<file path="config.mk">
export PLATFORM = sky130hd
export DESIGN_NAME = scheduler_sram_controller
export DESIGN_NICKNAME = d
export VERILOG_FILES = /design/src/rtl/scheduler_sram_controller.sv
export SDC_FILE = /design/constraint.sdc
export NUM_CORES = 1
export LEC_CHECK = 0
export BUFFER_PORTS_ARGS = -buffer_cell sky130_fd_sc_hd__buf_2
export CAP_MARGIN = 20
export CORE_MARGIN = 8
export CORE_UTILIZATION = 60
export DETAILED_ROUTE_END_ITERATION = 8
export PLACE_DENSITY_LB_ADDON = 0.1
export RECOVER_POWER = 25
export SYNTH_ARGS = -nofsm -noshare
export SYNTH_HDL_FRONTEND = slang
export SYNTH_SLANG_ARGS = --single-unit
</file>
<file path="constraint.sdc">
create_clock -name clk -period 3.2 [get_ports clk]
set_clock_uncertainty 0.1 [all_clocks]
set_input_delay 0.16 -clock clk [delete_from_list [all_inputs] [get_ports clk]]
set_output_delay 0.16 -clock clk [all_outputs]
set_load 0.1 [all_outputs]
</file>
<file path="src/rtl/scheduler_sram_controller.sv">
// Sequencer for one core's SchedulerSRAM: buffers spike packets in a small FIFO,
// writes them into the SRAM, and on each global tick clears, advances and presents the next slot.
module scheduler_sram_controller #(
    parameter int NUM_AXONS  = 256,
    parameter int NUM_TICKS  = 16,
    parameter int FIFO_DEPTH = 4,
    localparam int AW = $clog2(NUM_AXONS),
    localparam int TW = $clog2(NUM_TICKS),
    localparam int PW = AW + TW,
    localparam int CW = $clog2(FIFO_DEPTH) + 1
) (
    input  logic          clk,
    input  logic          rst,
    input  logic          tick,
    input  logic          core_busy,
    input  logic [PW-1:0] packet_in,
    input  logic          packet_valid,
    output logic          packet_ready,
    output logic          sram_wen,
    output logic          sram_clr,
    output logic [PW-1:0] sram_packet,
    output logic [TW-1:0] sram_read_address,
    output logic          axons_ready,
    output logic          tick_overrun,
    output logic [CW-1:0] fifo_count
);

    localparam int PTRW = $clog2(FIFO_DEPTH);

    localparam logic [2:0] S_INIT    = 3'd0;
    localparam logic [2:0] S_IDLE    = 3'd1;
    localparam logic [2:0] S_CLEAR   = 3'd2;
    localparam logic [2:0] S_ADVANCE = 3'd3;
    localparam logic [2:0] S_PRESENT = 3'd4;

    logic [2:0]      state;
    logic            tick_pending;
    logic [PTRW-1:0] wr_ptr;
    logic [PTRW-1:0] rd_ptr;
    logic [PW-1:0]   fifo_mem [FIFO_DEPTH];
    logic            push;
    logic            pop;

    function automatic logic [TW-1:0] addr_inc(input logic [TW-1:0] a);
        return a + TW'(1);
    endfunction

    // Strobes decode purely from registered state and occupancy so the SRAM sees glitch-free controls.
    assign packet_ready = (state != S_INIT) && (fifo_count < CW'(FIFO_DEPTH));
    assign sram_wen     = (state == S_IDLE) && (fifo_count != '0);
    assign sram_clr     = (state == S_INIT) || (state == S_CLEAR);
    assign axons_ready  = (state == S_PRESENT);
    assign sram_packet  = fifo_mem[rd_ptr];

    assign push = packet_valid && packet_ready;
    assign pop  = sram_wen;

    always_ff @(posedge clk or negedge rst) begin
        if (!rst) begin
            state             <= S_INIT;
            sram_read_address <= '0;
            tick_pending      <= 1'b0;
            tick_overrun      <= 1'b0;
            wr_ptr            <= '0;
            rd_ptr            <= '0;
            fifo_count        <= '0;
        end else begin
            case (state)
                S_INIT: begin
                    sram_read_address <= addr_inc(sram_read_address);
                    if (sram_read_address == TW'(NUM_TICKS - 1))
                        state <= S_IDLE;
                end
                S_IDLE: begin
                    if (tick_pending && !core_busy)
                        state <= S_CLEAR;
                end
                S_CLEAR:   state <= S_ADVANCE;
                S_ADVANCE: begin
                    sram_read_address <= addr_inc(sram_read_address);
                    state             <= S_PRESENT;
                end
                S_PRESENT: state <= S_IDLE;
                default:   state <= S_INIT;
            endcase

            // A tick landing on the clearing cycle becomes the next pending tick rather than an overrun.
            if (state == S_CLEAR) begin
                tick_pending <= tick;
            end else if (tick) begin
                if (tick_pending)
                    tick_overrun <= 1'b1;
                else
                    tick_pending <= 1'b1;
            end

            if (push)
                wr_ptr <= wr_ptr + PTRW'(1);
            if (pop)
                rd_ptr <= rd_ptr + PTRW'(1);
            fifo_count <= fifo_count + CW'(push) - CW'(pop);
        end
    end

    always_ff @(posedge clk) begin
        if (push)
            fifo_mem[wr_ptr] <= packet_in;
    end

endmodule
</file>
Word level (Yosys, flattened, before mapping)
Memories as Yosys holds them, arrays and structs flattened.
Index checks and enable logic that the tools add are counted.
{"block": "totals", "register_bits": 16, "mem_bits_rw": 48, "out_inout_bits": 24, "n_memories": 1}
{"block": "classes", "add_sub_neg": 5, "n_lt_le_gt_ge": 1, "n_eq_ne": 7, "n_mux": 7, "n_bitwise": 1, "n_reduce_logical": 13}
{"name": "fifo_mem", "words": 4, "word_bits": 12, "read_ports": 1, "rd_ports_with_merged_regs": 0, "wr": 1, "line_no": "40", "source": "logic [PW-1:0] fifo_mem [FIFO_DEPTH];"}
{"cell": "3-bit one-hot mux with 5 select lines", "count": 1}
{"cell": "3-bit by 2-bit equality test with 1-bit output, second input constant", "count": 2}
{"cell": "3-bit 2-to-1 mux", "count": 2}
{"cell": "3-bit nonzero test", "count": 2}
{"cell": "2-bit by 1-bit adder with 2-bit output, second input constant", "count": 2}
{"cell": "4-bit by 1-bit adder with 4-bit output, second input constant", "count": 1}
{"cell": "4-bit equality test, second input constant", "count": 1}
{"cell": "1-bit logical AND", "count": 4}
{"cell": "1-bit 2-to-1 mux", "count": 4}
{"cell": "2-bit by 1-bit != test with 1-bit output, second input constant", "count": 2}
{"cell": "3-bit by 1-bit adder with 3-bit output", "count": 1}
{"cell": "3-bit by 1-bit equality test with 1-bit output, second input constant", "count": 1}
{"cell": "3-bit equality test, second input constant", "count": 1}
{"cell": "3-bit zero test", "count": 1}
{"cell": "3-bit less-than comparator, second input constant", "count": 1}
{"cell": "3-bit AND reduction", "count": 1}
{"cell": "3-bit by 1-bit subtractor with 3-bit output", "count": 1}
{"cell": "2-bit AND reduction", "count": 1}
{"cell": "2-bit nonzero test", "count": 1}
{"cell": "2-bit OR reduction", "count": 1}
{"cell": "1-bit zero test", "count": 1}
{"cell": "1-bit logical OR", "count": 1}
{"cell": "1-bit inverter", "count": 1}

Logic depth before layout (Yosys ltp)
{"block": "depth", "ltp_word": 5, "ltp_mapped": 11, "ltp_nobuf": 10}

Worst setup path before layout
No wires, ideal clock.
{"block": "synth_path", "kind": "register to register", "from": "reg fifo_count[1]", "to": "reg fifo_count[2]", "setup_ns": 0.161, "arrival_time_ns": 3.827, "required_ns": 2.939, "setup_slack_ns": -0.888, "path_stages_with_launch": 10, "path_cell_list": "dfrtp_1 > nor3_1 > nor3_2 > ha_1 > inv_1 > ha_1 > inv_1 > fa_1 > xnor2_1 > xnor2_1"}
{"block": "synth_between", "elab_cells_between_ends": 7, "classes_between": "add/sub: 2; order compare: 1; reduce/logical: 4"}
{"element": "start, declared", "line_no": "25", "source": "output logic [CW-1:0] fifo_count"}
{"element": "start signal, assigned", "line_no": "101", "source": "fifo_count <= fifo_count + CW'(push) - CW'(pop);"}
{"element": "3-bit nonzero test", "line_no": "50", "source": "assign sram_wen = (state == S_IDLE) && (fifo_count != '0);"}
{"element": "1-bit logical AND", "line_no": "50"}
{"element": "named net sram_wen", "line_no": "19", "source": "output logic sram_wen,"}
{"element": "3-bit by 1-bit subtractor with 3-bit output", "line_no": "101"}
The timed path passes the listed nets, and every way through them passes these cells.
A chain may end at the register's enable or synchronous reset.

Worst setup path after layout
{"block": "layout_path", "from": "reg state[1]", "to": "reg fifo_count[2]"}
{"block": "layout_between", "elab_chain_len": 5, "elab_cells_between_ends": 7, "classes_between": "add/sub: 2; eq/ne: 1; reduce/logical: 4"}
{"element": "start, declared", "line_no": "36", "source": "logic [2:0] state;"}
{"element": "start signal, assigned", "line_no": "60", "source": "state <= S_INIT;"}
{"element": "start signal, assigned", "line_no": "72", "source": "state <= S_IDLE;"}
{"element": "start signal, assigned", "line_no": "76", "source": "state <= S_CLEAR;"}
{"element": "3-bit nonzero test", "line_no": "49", "source": "assign packet_ready = (state != S_INIT) && (fifo_count < CW'(FIFO_DEPTH));"}
{"element": "1-bit logical AND", "line_no": "49"}
{"element": "1-bit logical AND", "line_no": "55", "source": "assign push = packet_valid && packet_ready;"}
{"element": "3-bit by 1-bit adder with 3-bit output", "line_no": "101"}
{"element": "3-bit by 1-bit subtractor with 3-bit output *", "line_no": "101"}
Every way passes the cells marked *; elsewhere a longest branch is shown, timed or not.

==> results.md <==
- The top-level I/O count is 41.
- Setup repair after global routing left no endpoint under its margin.
- The adder-cell share of the synthesized area is 0.0406.
- Based on the critical path, the design can be clocked at up to 0.394 GHz.
- The routability congestion estimate from global placement is 0.739.
- The first-pass GRT wire length is 7180 um.
- The final sum of negative setup slack is 0 ns.
- The detailed-routing wirelength on met1 is 1790 um.
- The average vias per placed instance is 5.43.
- The overall overflow remaining after global route is 0.
- The post-synthesis compound-gate area fraction is 0.0128.
- The detailed placement HPWL is 3040 um.
- Of the cells placed in the final design, the portion with a size suffix greater than 1 is 0.371.
- The required arrival time at the worst endpoint is 3.34 ns.
- After synthesis, the share of flip-flops with an asynchronous set or reset is 0.250.
- sky130_fd_sc_hd__edfxtp_1 is the most common cell in the netlist.
- The clock-pin slew on the worst setup and hold paths is 0.06 ns.
- Port buffering added 40 buffers.
- The final count of pins violating max slew came to 0.
- The DRC violation count after routing is 0.
- The number of enable flip-flop cells after synthesis is 48.
- Across every metal layer, demand over resource in global routing totals 0.148.
- Once layout is complete, the utilization of the core stands at 0.748.
- The CTS H-tree depth is 3.
- The count of mapped cells out of synthesis is 137.
- 0 antenna diodes ended up in the layout.
- The starting utilization of the core area is 0.617.
- The via count is 1,378.
- The hold violation count in the final report came to 0.
- In this run the deepest clock path goes through 2 buffers.
- The area inside the core boundary is 4290 sq um.
- For this run, the post-layout net count is 222.
- Compared with the post-synthesis result, the final layout area differs by 21.3%.
- The most frequently used flop master after synthesis is sky130_fd_sc_hd__edfxtp_1.
- Sorting the synthesized cells by area gives the leading types as sky130_fd_sc_hd__edfxtp_1, sky130_fd_sc_hd__dfrtp_1, sky130_fd_sc_hd__mux4_2.
- The critical path data arrival time is 2.67 ns.
- Headroom to the max-slew limit came out at 0.416.
- Clock latency on the worst-skew pair, taken at its later pin, is 0.33 ns.
- After synthesis the cells add up to 2650 sq um.
- TritonCTS built the clock tree.
- The flow ran to the end, and the final reports show no timing, DRC or antenna violations.
- In this run the mean area of a mapped cell was 19.3 sq um.
- Of the total synthesized cell area, the portion taken by AND, OR, NAND and NOR gates is 0.0699.
- The Yosys step of the flow raised 0 warnings.
- In this run the worst hold path is classified as in2reg.
- Along the worst path, the maximum fanout reaches 10.
- The overall die width is 82.4 um.
- The clock buffer count from CTS is 9.
- The tree is rooted in a sky130_fd_sc_hd__clkbuf_8.
- The number of nets in the synthesized netlist is 162.
- The count of distinct cell types in the synthesized netlist is 33.
- For the pin with the worst max-slew slack, the measured transition is 0.876 ns.
- After synthesis, the share of cell area in mux cells is 0.113.
- The via count of the first global-routing pass was 1,413.
- The initialized floorplan defines 24 standard-cell rows.
- The shortest clock period the worst path allows after layout is 2.54 ns.
- The count of TritonRoute iterations in the first routing pass is 4.
- The area share of the largest cell type after synthesis is 0.544.
- The sum of met2 wire segment lengths after detailed routing is 2360 um.
- The critical path is of the reg2reg type.
- The final antenna-violating net count is 0.
- The initial antenna violation count is 0.
- The library cell occupying the most area in the post-synthesis netlist is sky130_fd_sc_hd__edfxtp_1.
- After detailed routing, the average wire length per cell comes to 17.8 um.
- The number of hold buffers added after CTS was 14.
- The kind of end point of the critical path is a flip-flop.
- The pin count of the biggest net entering global routing is 17.
- The sequential cell area fraction in the yosys report is 0.696.
- The final worst-path cycle share is 0.792.
- For this block, the initial DRC count from the detailed router was 78.
- The nature of the critical path startpoint is a flip-flop.
- The xor and xnor fraction of the mapped netlist area is 0.0359.
- The commonest cells after synthesis are sky130_fd_sc_hd__edfxtp_1, sky130_fd_sc_hd__dfrtp_1, sky130_fd_sc_hd__mux4_2, sky130_fd_sc_hd__ha_1, sky130_fd_sc_hd__inv_1.
- The post-cts sizing count is 0.
- The final wirelength is 4520 um.
- Setup violations remaining at the end of the flow were counted as 0.
- The floorplan step defined a die boundary enclosing 6790 sq um.
- The area taken by flip-flops and latches is 1850 sq um.
- The dominant combinational cell family by area after synthesis is multiplexers.
- Across the run, the number of max-cap violations was 0.
- The multi-input combinational cells in the finished layout cover a total of 728 sq um.
- The highest metal layer used by the detailed router is met4.
- The count of filler cells inserted in the layout is 272.
- The clock net sink count is 64.
- Detailed routing placed a total of 304 um of wire on met3.
- The die extent in y is 82.4 um.
- The post-CTS setup buffer count is 0.
- The total of flip-flops plus latches after synthesis is 64.
[final timing paths]
kind	from	to	slack (ns)	cells after the start
worst max-delay path	state[1]	fifo_count[2]	0.66	10
worst min-delay path	core_busy	state[1]	0.06	4
worst max register to register	state[1]	fifo_count[2]	0.66	10
worst min register to register	tick_overrun	tick_overrun	0.36	1
max in group asynchronous	rst	fifo_count[1]	2.00	2
min in group asynchronous	rst	wr_ptr[0]	0.36	2
[routing by layer]
| metal | global-route usage | vias up |
|---|---|---|
| li1 | - | 635 |
| met1 | 0.173 | 693 |
| met2 | 0.240 | 44 |
| met3 | 0.0541 | 6 |
| met4 | 0.0684 | 0 |
| met5 | 0 | - |
[layout by cell type (no fill, tap or decap), types with 2 or more instances in the layout]
| master | synthesis | layout |
|---|---|---|
| sky130_fd_sc_hd__buf_2 | 1 | 33 |
| sky130_fd_sc_hd__nand3_1 | 2 | 2 |
| sky130_fd_sc_hd__clkbuf_1 | 0 | 10 |
| sky130_fd_sc_hd__ha_1 | 7 | 7 |
| sky130_fd_sc_hd__nor3_4 | 1 | 2 |
| sky130_fd_sc_hd__nor3b_1 | 2 | 2 |
| sky130_fd_sc_hd__bufinv_16 | 0 | 2 |
| sky130_fd_sc_hd__nor2_1 | 3 | 3 |
| sky130_fd_sc_hd__clkbuf_8 | 0 | 9 |
| sky130_fd_sc_hd__edfxtp_1 | 48 | 48 |
| sky130_fd_sc_hd__dfrtp_2 | 0 | 2 |
| sky130_fd_sc_hd__mux2_4 | 2 | 2 |
| sky130_fd_sc_hd__xor2_1 | 5 | 5 |
| sky130_fd_sc_hd__inv_1 | 7 | 7 |
| sky130_fd_sc_hd__and2_2 | 4 | 4 |
| sky130_fd_sc_hd__mux4_2 | 12 | 12 |
| sky130_fd_sc_hd__xnor2_1 | 4 | 4 |
| sky130_fd_sc_hd__dlygate4sd3_1 | 0 | 14 |
| sky130_fd_sc_hd__nor3_1 | 2 | 2 |
| sky130_fd_sc_hd__dfrtp_1 | 16 | 13 |
[sequential cells by signal, summed over array words and instances (netlist names)]
signal,flops
fifo_count,3
fifo_mem,48
rd_ptr,2
tick_pending,1
tick_overrun,1
state,3
wr_ptr,2
sram_read_address,4
[layout make-up]
type,count,share of cell area
clock inverters,4,0.0214
clock buffers,12,0.0421
well taps,52,0.0203
multi-input cells,60,0.227
inverters,7,0.00818
repair buffers,55,0.106
flip-flops and latches,64,0.576
[metrics by stage]
stage	hold WS, ns	instance area [sq um]	std cells	setup slack, ns
6_report	0.0626	3210	254	0.665
5_1_grt	0.0735	3210	254	0.483
4_1_cts	0.0443	3220	254	0.650
3_5_place_dp	-0.00982	2880	224	0.652
3_3_place_gp	-0.0106	2880	224	0.775
2_1_floorplan	-0.236	2660	137	0.00851
[critical path, cell delays in order (launching register included)]
cell and delay, ns:
sky130_fd_sc_hd__dfrtp_1 0.64, sky130_fd_sc_hd__nor3_4 0.11, sky130_fd_sc_hd__nor3b_4 0.32, sky130_fd_sc_hd__inv_1 0.08
sky130_fd_sc_hd__ha_1 0.27, sky130_fd_sc_hd__inv_1 0.06, sky130_fd_sc_hd__ha_1 0.13, sky130_fd_sc_hd__inv_1 0.05
sky130_fd_sc_hd__fa_1 0.37, sky130_fd_sc_hd__xnor2_1 0.19, sky130_fd_sc_hd__xnor2_1 0.14
[cells by family after synthesis]
family,count (synthesis)
flip-flops,64
AND/OR/NAND/NOR,23
multiplexers,14
buffers and inverters,13
XOR/XNOR,10
adder cells (fa/ha/maj),8
AO/OA/AOI/OAI,5
Power is not shown: default switching activity piles up to over one toggle a cycle in this logic, so the estimate is an artifact.
